--- src/rtl/hex_update_arbiter_pkg.sv ---
// Shared constants for the hex update arbiter: segment table, blank pattern,
// FSM encoding and the round-robin search helper.
package hex_update_arbiter_pkg;

  localparam int unsigned N_REQ = 4;

  // Active-low, bit order gfedcba; all segments off.
  localparam logic [6:0] BLANK_PATTERN = 7'b1111111;

  // Active-low seven-segment patterns for hex digits 0..F.
  localparam logic [6:0] SEG_TABLE [16] = '{
    7'b1000000, 7'b1111001, 7'b0100100, 7'b0110000,
    7'b0011001, 7'b0010010, 7'b0000010, 7'b1111000,
    7'b0000000, 7'b0010000, 7'b0001000, 7'b0000011,
    7'b1000110, 7'b0100001, 7'b0000110, 7'b0001110
  };

  // Encoding 2'd3 is unused and recovers to IDLE.
  typedef enum logic [1:0] {
    IDLE   = 2'd0,
    DECODE = 2'd1,
    COMMIT = 2'd2
  } state_t;

  // First requester with req set, searching upward from ptr modulo 4.
  function automatic logic [1:0] rr_pick(input logic [3:0] req,
                                         input logic [1:0] ptr);
    logic [1:0] g;
    logic [1:0] c;
    logic       found;
    g     = ptr;
    found = 1'b0;
    for (int unsigned i = 0; i < N_REQ; i++) begin
      c = ptr + i[1:0];
      if (!found && req[c]) begin
        g     = c;
        found = 1'b1;
      end
    end
    return g;
  endfunction

endpackage

--- src/rtl/hex_update_arbiter_hex_to_seg.sv ---
// Hex nibble to active-low seven-segment pattern (gfedcba), pure table lookup.
module hex_to_seg
  import hex_update_arbiter_pkg::*;
(
  input  logic [3:0] hex,
  output logic [6:0] seg
);

  assign seg = SEG_TABLE[hex];

endmodule

--- src/rtl/hex_update_arbiter.sv ---
// Round-robin arbiter sharing a single hex-to-seven-segment decoder among
// four requesters, each owning one display digit HEX0..HEX3.
module hex_update_arbiter
  import hex_update_arbiter_pkg::*;
(
  input  logic        CLOCK_50,
  input  logic        resetn,
  input  logic [3:0]  req,
  input  logic [15:0] val,
  output logic [3:0]  ack,
  output logic        busy,
  output logic [6:0]  HEX0,
  output logic [6:0]  HEX1,
  output logic [6:0]  HEX2,
  output logic [6:0]  HEX3
);

  state_t     state;
  logic [1:0] ptr;
  logic [1:0] idx;
  logic [3:0] nib;
  logic [6:0] pat;
  logic [6:0] seg;
  logic [1:0] grant;

  assign grant = rr_pick(req, ptr);

  hex_to_seg u_dec (
    .hex (nib),
    .seg (seg)
  );

  // Arbitration FSM: grant in IDLE, register decoder output, commit to digit.
  always_ff @(posedge CLOCK_50 or negedge resetn) begin
    if (!resetn) begin
      state <= IDLE;
      ptr   <= '0;
      idx   <= '0;
      nib   <= '0;
      pat   <= BLANK_PATTERN;
      HEX0  <= BLANK_PATTERN;
      HEX1  <= BLANK_PATTERN;
      HEX2  <= BLANK_PATTERN;
      HEX3  <= BLANK_PATTERN;
    end else begin
      case (state)
        IDLE: begin
          if (|req) begin
            idx   <= grant;
            nib   <= val[{grant, 2'b00} +: 4];
            state <= DECODE;
          end
        end
        DECODE: begin
          pat   <= seg;
          state <= COMMIT;
        end
        COMMIT: begin
          case (idx)
            2'd0:    HEX0 <= pat;
            2'd1:    HEX1 <= pat;
            2'd2:    HEX2 <= pat;
            default: HEX3 <= pat;
          endcase
          ptr   <= idx + 2'd1;
          state <= IDLE;
        end
        default: state <= IDLE;
      endcase
    end
  end

  // Acknowledge the committed digit for the single COMMIT cycle.
  always_comb begin
    ack = '0;
    if (state == COMMIT) ack[idx] = 1'b1;
  end

  assign busy = (state != IDLE);

endmodule

--- config.mk ---
export PLATFORM = sky130hd
export DESIGN_NAME = hex_update_arbiter
export DESIGN_NICKNAME = d
export VERILOG_FILES = /design/src/rtl/hex_update_arbiter_pkg.sv /design/src/rtl/hex_update_arbiter_hex_to_seg.sv /design/src/rtl/hex_update_arbiter.sv
export SDC_FILE = /design/constraint.sdc
export NUM_CORES = 1
export LEC_CHECK = 0
export ABC_AREA = 1
export CAP_MARGIN = 5
export CORE_ASPECT_RATIO = 1.4
export CORE_MARGIN = 2
export CORE_UTILIZATION = 46
export CTS_CLUSTER_SIZE = 25
export DETAILED_ROUTE_END_ITERATION = 7
export HOLD_SLACK_MARGIN = 0.02
export PLACE_DENSITY = 0.82
export SYNTH_ARGS = -nofsm -noshare
export SYNTH_HDL_FRONTEND = slang
export SYNTH_HIERARCHICAL = 1
export SYNTH_SLANG_ARGS = --single-unit
--- constraint.sdc ---
create_clock -name CLOCK_50 -period 1.79 [get_ports CLOCK_50]
set_input_delay 0.358 -clock CLOCK_50 [delete_from_list [all_inputs] [get_ports CLOCK_50]]
set_output_delay 0.358 -clock CLOCK_50 [all_outputs]
set_load 0.01 [all_outputs]
==> results_dict.tcl <==
set metrics [dict create \
    syn_area_per_cell_sq_um 7.75 \
    path_clk_slew_ps 80 \
    status "finished, final reports clean" \
    htreeDepth 2 \
    peakVddDrop_v 0.00121 \
    worst-path-buf-inv 2 \
    place_hpwl_um 4240 \
    numCtsBuffers 5 \
    stdcell_area_sq_um 3450 \
    dp_cells 460 \
    post-route-min-period_ps 1750 \
    crit_path_start_kind "flip-flop" \
    critPathTopFamily "simple AND/OR/NAND/NOR gates" \
    timing.rr.end "nib[3]" \
    switching_share_pct 42.5 \
    cts_root_buf "clkbuf_8" \
    hold_slack_ps 487 \
    totalWireLength_um 5470 \
    grt_max_degree 23 \
    dpl_cell_area_sq_um 3260 \
    yosysWarnings 6 \
    clock_path_buffers 2 \
    internal_power_mw 3.73 \
    slowest_stage "dfrtp_2" \
    die_h_um 91.9 \
    hold_violations 0 \
    final.setup.tns_ps 0 \
    netSwitchingPower_mw 2.76 \
    dp_slack_ps -324 \
    ys_ff_latch 45 \
    cp.required_ps 1980 \
    syn_inst 328 \
    synth_commonest_cells "nand2_1 (131), o21ai_0 (40), dfstp_2 (35)" \
    crit_path_end "nib[3]" \
    numClockSinks 45 \
    power_mw 6.49 \
    fin_nets 435 \
    reg2reg_depth 15 \
    tightest_slew_ps 476 \
    path_cells "buf_12 -> nand2_1 -> nand2_1 -> nand2_2 -> nand2_4 -> nor2_8 -> nand2_1 -> nand2_2 -> nand2_2 -> nand2_2 -> nand2_4 -> nor2_2 -> inv_1 -> nor2_1 -> nor2_1" \
    cp_num_cells 15 \
    drcViolationCount 0 \
    grt_pass1_vias 2074 \
    syn_area_sq_um 2540 \
    fin_worst_skew_ps 5.51 \
    antenna_cells 0 \
    path_class "flip-flop to flip-flop" \
    setup_slack_ps 37.4 \
    via_count 2275 \
    regToRegSetupSlack_ps 40 \
    yosysMostFrequentCell "nand2_1" \
    power_leakage_nw 1.69 \
    synth-async-reset-ratio_pct 100 \
    ys_top_cells_by_area "dfstp_2 (36%), nand2_1 (19%), dfrtp_1 (9.8%)" \
    first_pass_iters 4 \
    core_sq_um 5410 \
    critPathMaxStageDelay_ps 450 \
    reg2reg_from "ptr[0]" \
    synth_cell_type_count 23 \
    finalNonFillerCells 471 \
    synth.largest_area_cell "dfstp_2" \
    cts_tree "done" \
    syn_to_final_growth_pct 35.9 \
    finalCritPeriodShare_pct 97.9 \
    overflow 0 \
    synth_nets 361 \
    grt_use_total_pct 18.8 \
    synth_top_area_share_pct 36.2 \
    finalSetupViolations 0 \
    p_seq_share_pct 31.2 \
    power_density_nw_per_um2 1880 \
    initialDrtViolationCount 130 \
    fp-row-count 32 \
    die_w_um 66.8 \
    via_per_inst 4.83 \
    dieArea_sq_um 6140 \
    clock_power_share_pct 11.4 \
    synth-seq-area-share_pct 46.0 \
    insertion_delay_ps 290 \
    hold-path-cell-count 2 \
    startpoint "ptr[0]" \
    hold_path.class "flip-flop to flip-flop" \
    relSlewSlack_pct 68.3 \
    routabilityCongestion 0.841 \
    cap_violations 0 \
    initial_core_util_pct 47.0 \
    power_frac_comb_pct 57.4 \
    post_drt_wl_per_cell_um 11.6 \
    antenna_found_initial 0 \
    arrival_ps 1940 \
    drive_gt1_share_pct 26.1 \
    grt_pass1_wl_um 9050 \
    synth-edff-count 0 \
    cpMostUsedCell "nand2_2" \
    path_max_fanout 9 \
    postRouteAntennaNets 0 \
    ys.flop_type "dfstp_2" \
    slew_viol_final 0 \
    io_pins 55 \
    critPathCaptureType "flip-flop" \
    fin_util_pct 63.9 \
    rsz0062_at_grt "true" \
    port_buffers 54 \
    max_freq_ghz 0.571 \
]
-- per-layer routing --
| layer | up-vias | track usage [%] | wire length, um |
|---|---|---|---|
| li1 | 1169 | - | - |
| met1 | 1028 | 21.6 | 2200 |
| met2 | 69 | 34.3 | 2930 |
| met3 | 9 | 2.94 | 257 |
| met4 | 0 | 6.12 | 81 |
| met5 | - | 0 | 0 |
-- timing repair --
item	CTS	global route
hold buffers	1	0
pin swaps	0	6
endpoints found under the setup margin	8	8
gates resized for setup	14	16
setup buffers	1	1
hold endpoints to repair	1	0
-- worst min-delay path by stage --
stage	start	endpoint	slack [ps]
2_1_floorplan	resetn	idx[0]	60
3_3_place_gp	resetn	state[1]	330
3_5_place_dp	resetn	state[1]	340
4_1_cts	HEX3[4]	HEX3[4]	490
5_1_grt	HEX3[4]	HEX3[4]	510
6_report	HEX1[4]	HEX1[4]	490
-- layout by cell type (no fill, tap or decap), drive strengths merged --
cell type      Yosys  final
dlygate4sd2        0      5
clkdlybuf4s50      0     44
dfrtp             10     10
o21ai             43     43
nand3b             2      2
nand2            140    140
nand3             25     25
nor2              12     12
inv               35     36
dlymetal6s2s       0      4
buf                6     24
dfstp             35     35
dlygate4sd3        0      1
nor4               1      1
or2                3      3
ha                11     11
clkbuf             5      7
-- power by group through the flow --
stage               Combinational [mW]  Sequential [mW]  Clock [mW]
floorplan                         2.27             2.04           0
CTS                               3.62             2.03       0.753
finish                            3.73             2.03       0.737
detailed placement                3.55             2.03           0
global route                      4.19             2.10       0.788
global placement                  3.45             2.00           0
-- cells by family after synthesis --
family	after synthesis	share of synthesized area, %
simple gates	183	31.9
flops	45	46.0
compound gates	43	8.62
fa+ha+maj	11	5.42
buf+inv	46	8.07
-- registers in the layout, indices dropped and copies added (netlist names), 4 cells and up --
name,cells
HEX1,7
nib,4
HEX0,7
HEX2,7
HEX3,7
pat,7
-- area by class of cell --
type / instances / area [sq um]
fill: 489 / 1950
clock buffer: 7 / 108
multi-input combinational: 237 / 1210
timing repair buffer: 78 / 734
tap: 68 / 85.1
inverter: 35 / 134
clock inverter: 1 / 6.26
sequential: 45 / 1170
-- worst reg2reg max path, stage by stage, from the launching register on --
cell     delay [ps]
dfrtp_2         450
buf_12          150
nand2_1          50
nand2_1          70
nand2_2          90
nand2_4          80
nor2_8          110
nand2_1          70
nand2_2          80
nand2_2          60
nand2_2          70
nand2_4          70
nor2_2          100
inv_1            60
nor2_1           80
nor2_1           50
(Power assumes the default switching activity.)
==> RTL edit, RTL diff (same settings) <==
The package constant `N_REQ` goes from 4 to 5.
--- a/src/rtl/hex_update_arbiter_pkg.sv
+++ b/src/rtl/hex_update_arbiter_pkg.sv
@@ -3,5 +3,5 @@
 package hex_update_arbiter_pkg;
 
-  localparam int unsigned N_REQ = 4;
+  localparam int unsigned N_REQ = 5;
 
   // Active-low, bit order gfedcba; all segments off.
Function: kept (Yosys induction, for registers that start in step).
==> RTL edit against the original RTL <==
The run now ends with negative setup slack left; non-clock buffer count up 1; area after synthesis up 0.89%; clock skew up 4.8 ps; worst hold slack worse by 370 ps; sequential cell count unchanged; via count up 0.57%; design area up 0.29%; setup slack worse by 59 ps; wire length up 6.1%; total power up 1.2%; largest cell class unchanged; die area up 0.85%.
==> RTL edit: results (changes against the original RTL) <==
RUN_STATUS='complete, but fails checks'
VIOLATIONS='negative setup slack'
FINAL-NONCLK-BUF-SHARE=0.208  # -0.00495
SYNTH_COMPOUND_AREA_FRAC=0.0874  # +0.00120
INSERTION_DELAY_PS=310  # +20 ps
WORSTREG2REGEND='nib[0]$_DFFE_PN0P_'
N_ALL_INVERTERS=34  # -2.9%
NUM-MULTI-INPUT-GATES=236  # -0.42%
TIMING.SLEW.HEADROOM=0.641  # -0.0417
LAYOUT-DRIVE-GT1-SHARE=0.318  # +0.0579
DR.FIRST_ITER.DRC_COUNT=161  # +24%
SETUP_VIOL_COUNT_FINAL=4  # +4
FINALCLOCKSKEW_PS=10.3  # +4.81 ps
MET1_CAPACITY_USAGE_DURING_GLOBAL_ROUTING=0.226  # +0.00955
USE_MET2=0.352  # +0.00898
SYNTH-ADDER-AREA-SHARE=0.0537  # -0.000476
FINAL-CLK-CELL-SHARE=0.0267  # -0.00623
ROUTE.DETAILED.WL_PER_INST_UM=12.3  # +6.3%
SYNTHESIS.INSTANCES=325  # -0.91%
NUM-CLOCK-BUFFERS=5  # -2
HP-CLASS='in2async'
MULTI_INPUT_GATE_SHARE_OF_THE_LAYOUT_CELL_AREA=0.363  # +0.0120
CTS_POST_SETUP_BUFFERS_INSERTED=2  # +1
GROUTE.LAYER.MET3.USAGE=0.0328  # +0.00336
MAPPEDNETLISTNETS=358  # -0.83%
NFILLCELLS=492  # +0.61%
TIMING.CRITICAL_PATH.SLOWEST_CELL_DELAY_PS=470  # +20 ps
LAYOUT_SETUP_WS_PS=-21.2  # -58.6 ps
POST-PLACE-CELLS=453  # -1.5%
GRT_FIRST_PASS_WIRELENGTH_UM=9460  # +4.6%
PEAKVDDDROP_V=0.000986  # -19%
BIGGEST_FANOUT_ALONG_THE_WORST_TIMING_PATH=6  # -3
FINAL_NET_COUNT=434  # -0.23%
DETAILED_PLACE.AREA_UM2=3240  # -0.69%
SYNTH_COMMONEST_CELLS='121 x sky130_fd_sc_hd__nand2_1, 40 x sky130_fd_sc_hd__o21ai_0, 35 x sky130_fd_sc_hd__dfstp_2, 30 x sky130_fd_sc_hd__inv_1, 25 x sky130_fd_sc_hd__nand3_1'
MET2WIRELENGTH_UM=3240  # +11%
LAYOUT.AREA.SEQ_UM2=1170  # -0.11%
CRITPATHARRIVALTIME_PS=2010  # +70 ps
POWER_LEAKAGE_nW=1.65  # -2.8%
POST_SYNTH_NUM_CELL_TYPES=27  # +17%
-- RTL edit: worst min path at each step --
stage	start	cells after the start	end	slack, ps
3_3_place_gp	resetn	2	ptr[0]$_DFFE_PN0P_	450
6_report	resetn	2	state[1]$_DFFE_PN0P_	120
2_1_floorplan	resetn	0	idx[0]$_DFFE_PN0P_	60
4_1_cts	resetn	2	state[1]$_DFFE_PN0P_	120
3_5_place_dp	resetn	2	ptr[0]$_DFFE_PN0P_	460
5_1_grt	resetn	2	state[1]$_DFFE_PN0P_	150
-- RTL edit: per-stage QoR --
step                      setup slack, ps  power [mW]
after detailed placement             -332        5.45
after CTS                           0.536        6.20
after global placement               -298        5.32
final                               -21.2        6.56
after floorplan                       125        4.31
after global routing                 -146        7.15
-- RTL edit: report_power, final --
group / leakage [nW] / internal, mW / switching (mW)
sequential: 0.482 / 1.66 / 0.327
clock: 0.0491 / 0.283 / 0.380
combinational: 1.12 / 1.71 / 2.20
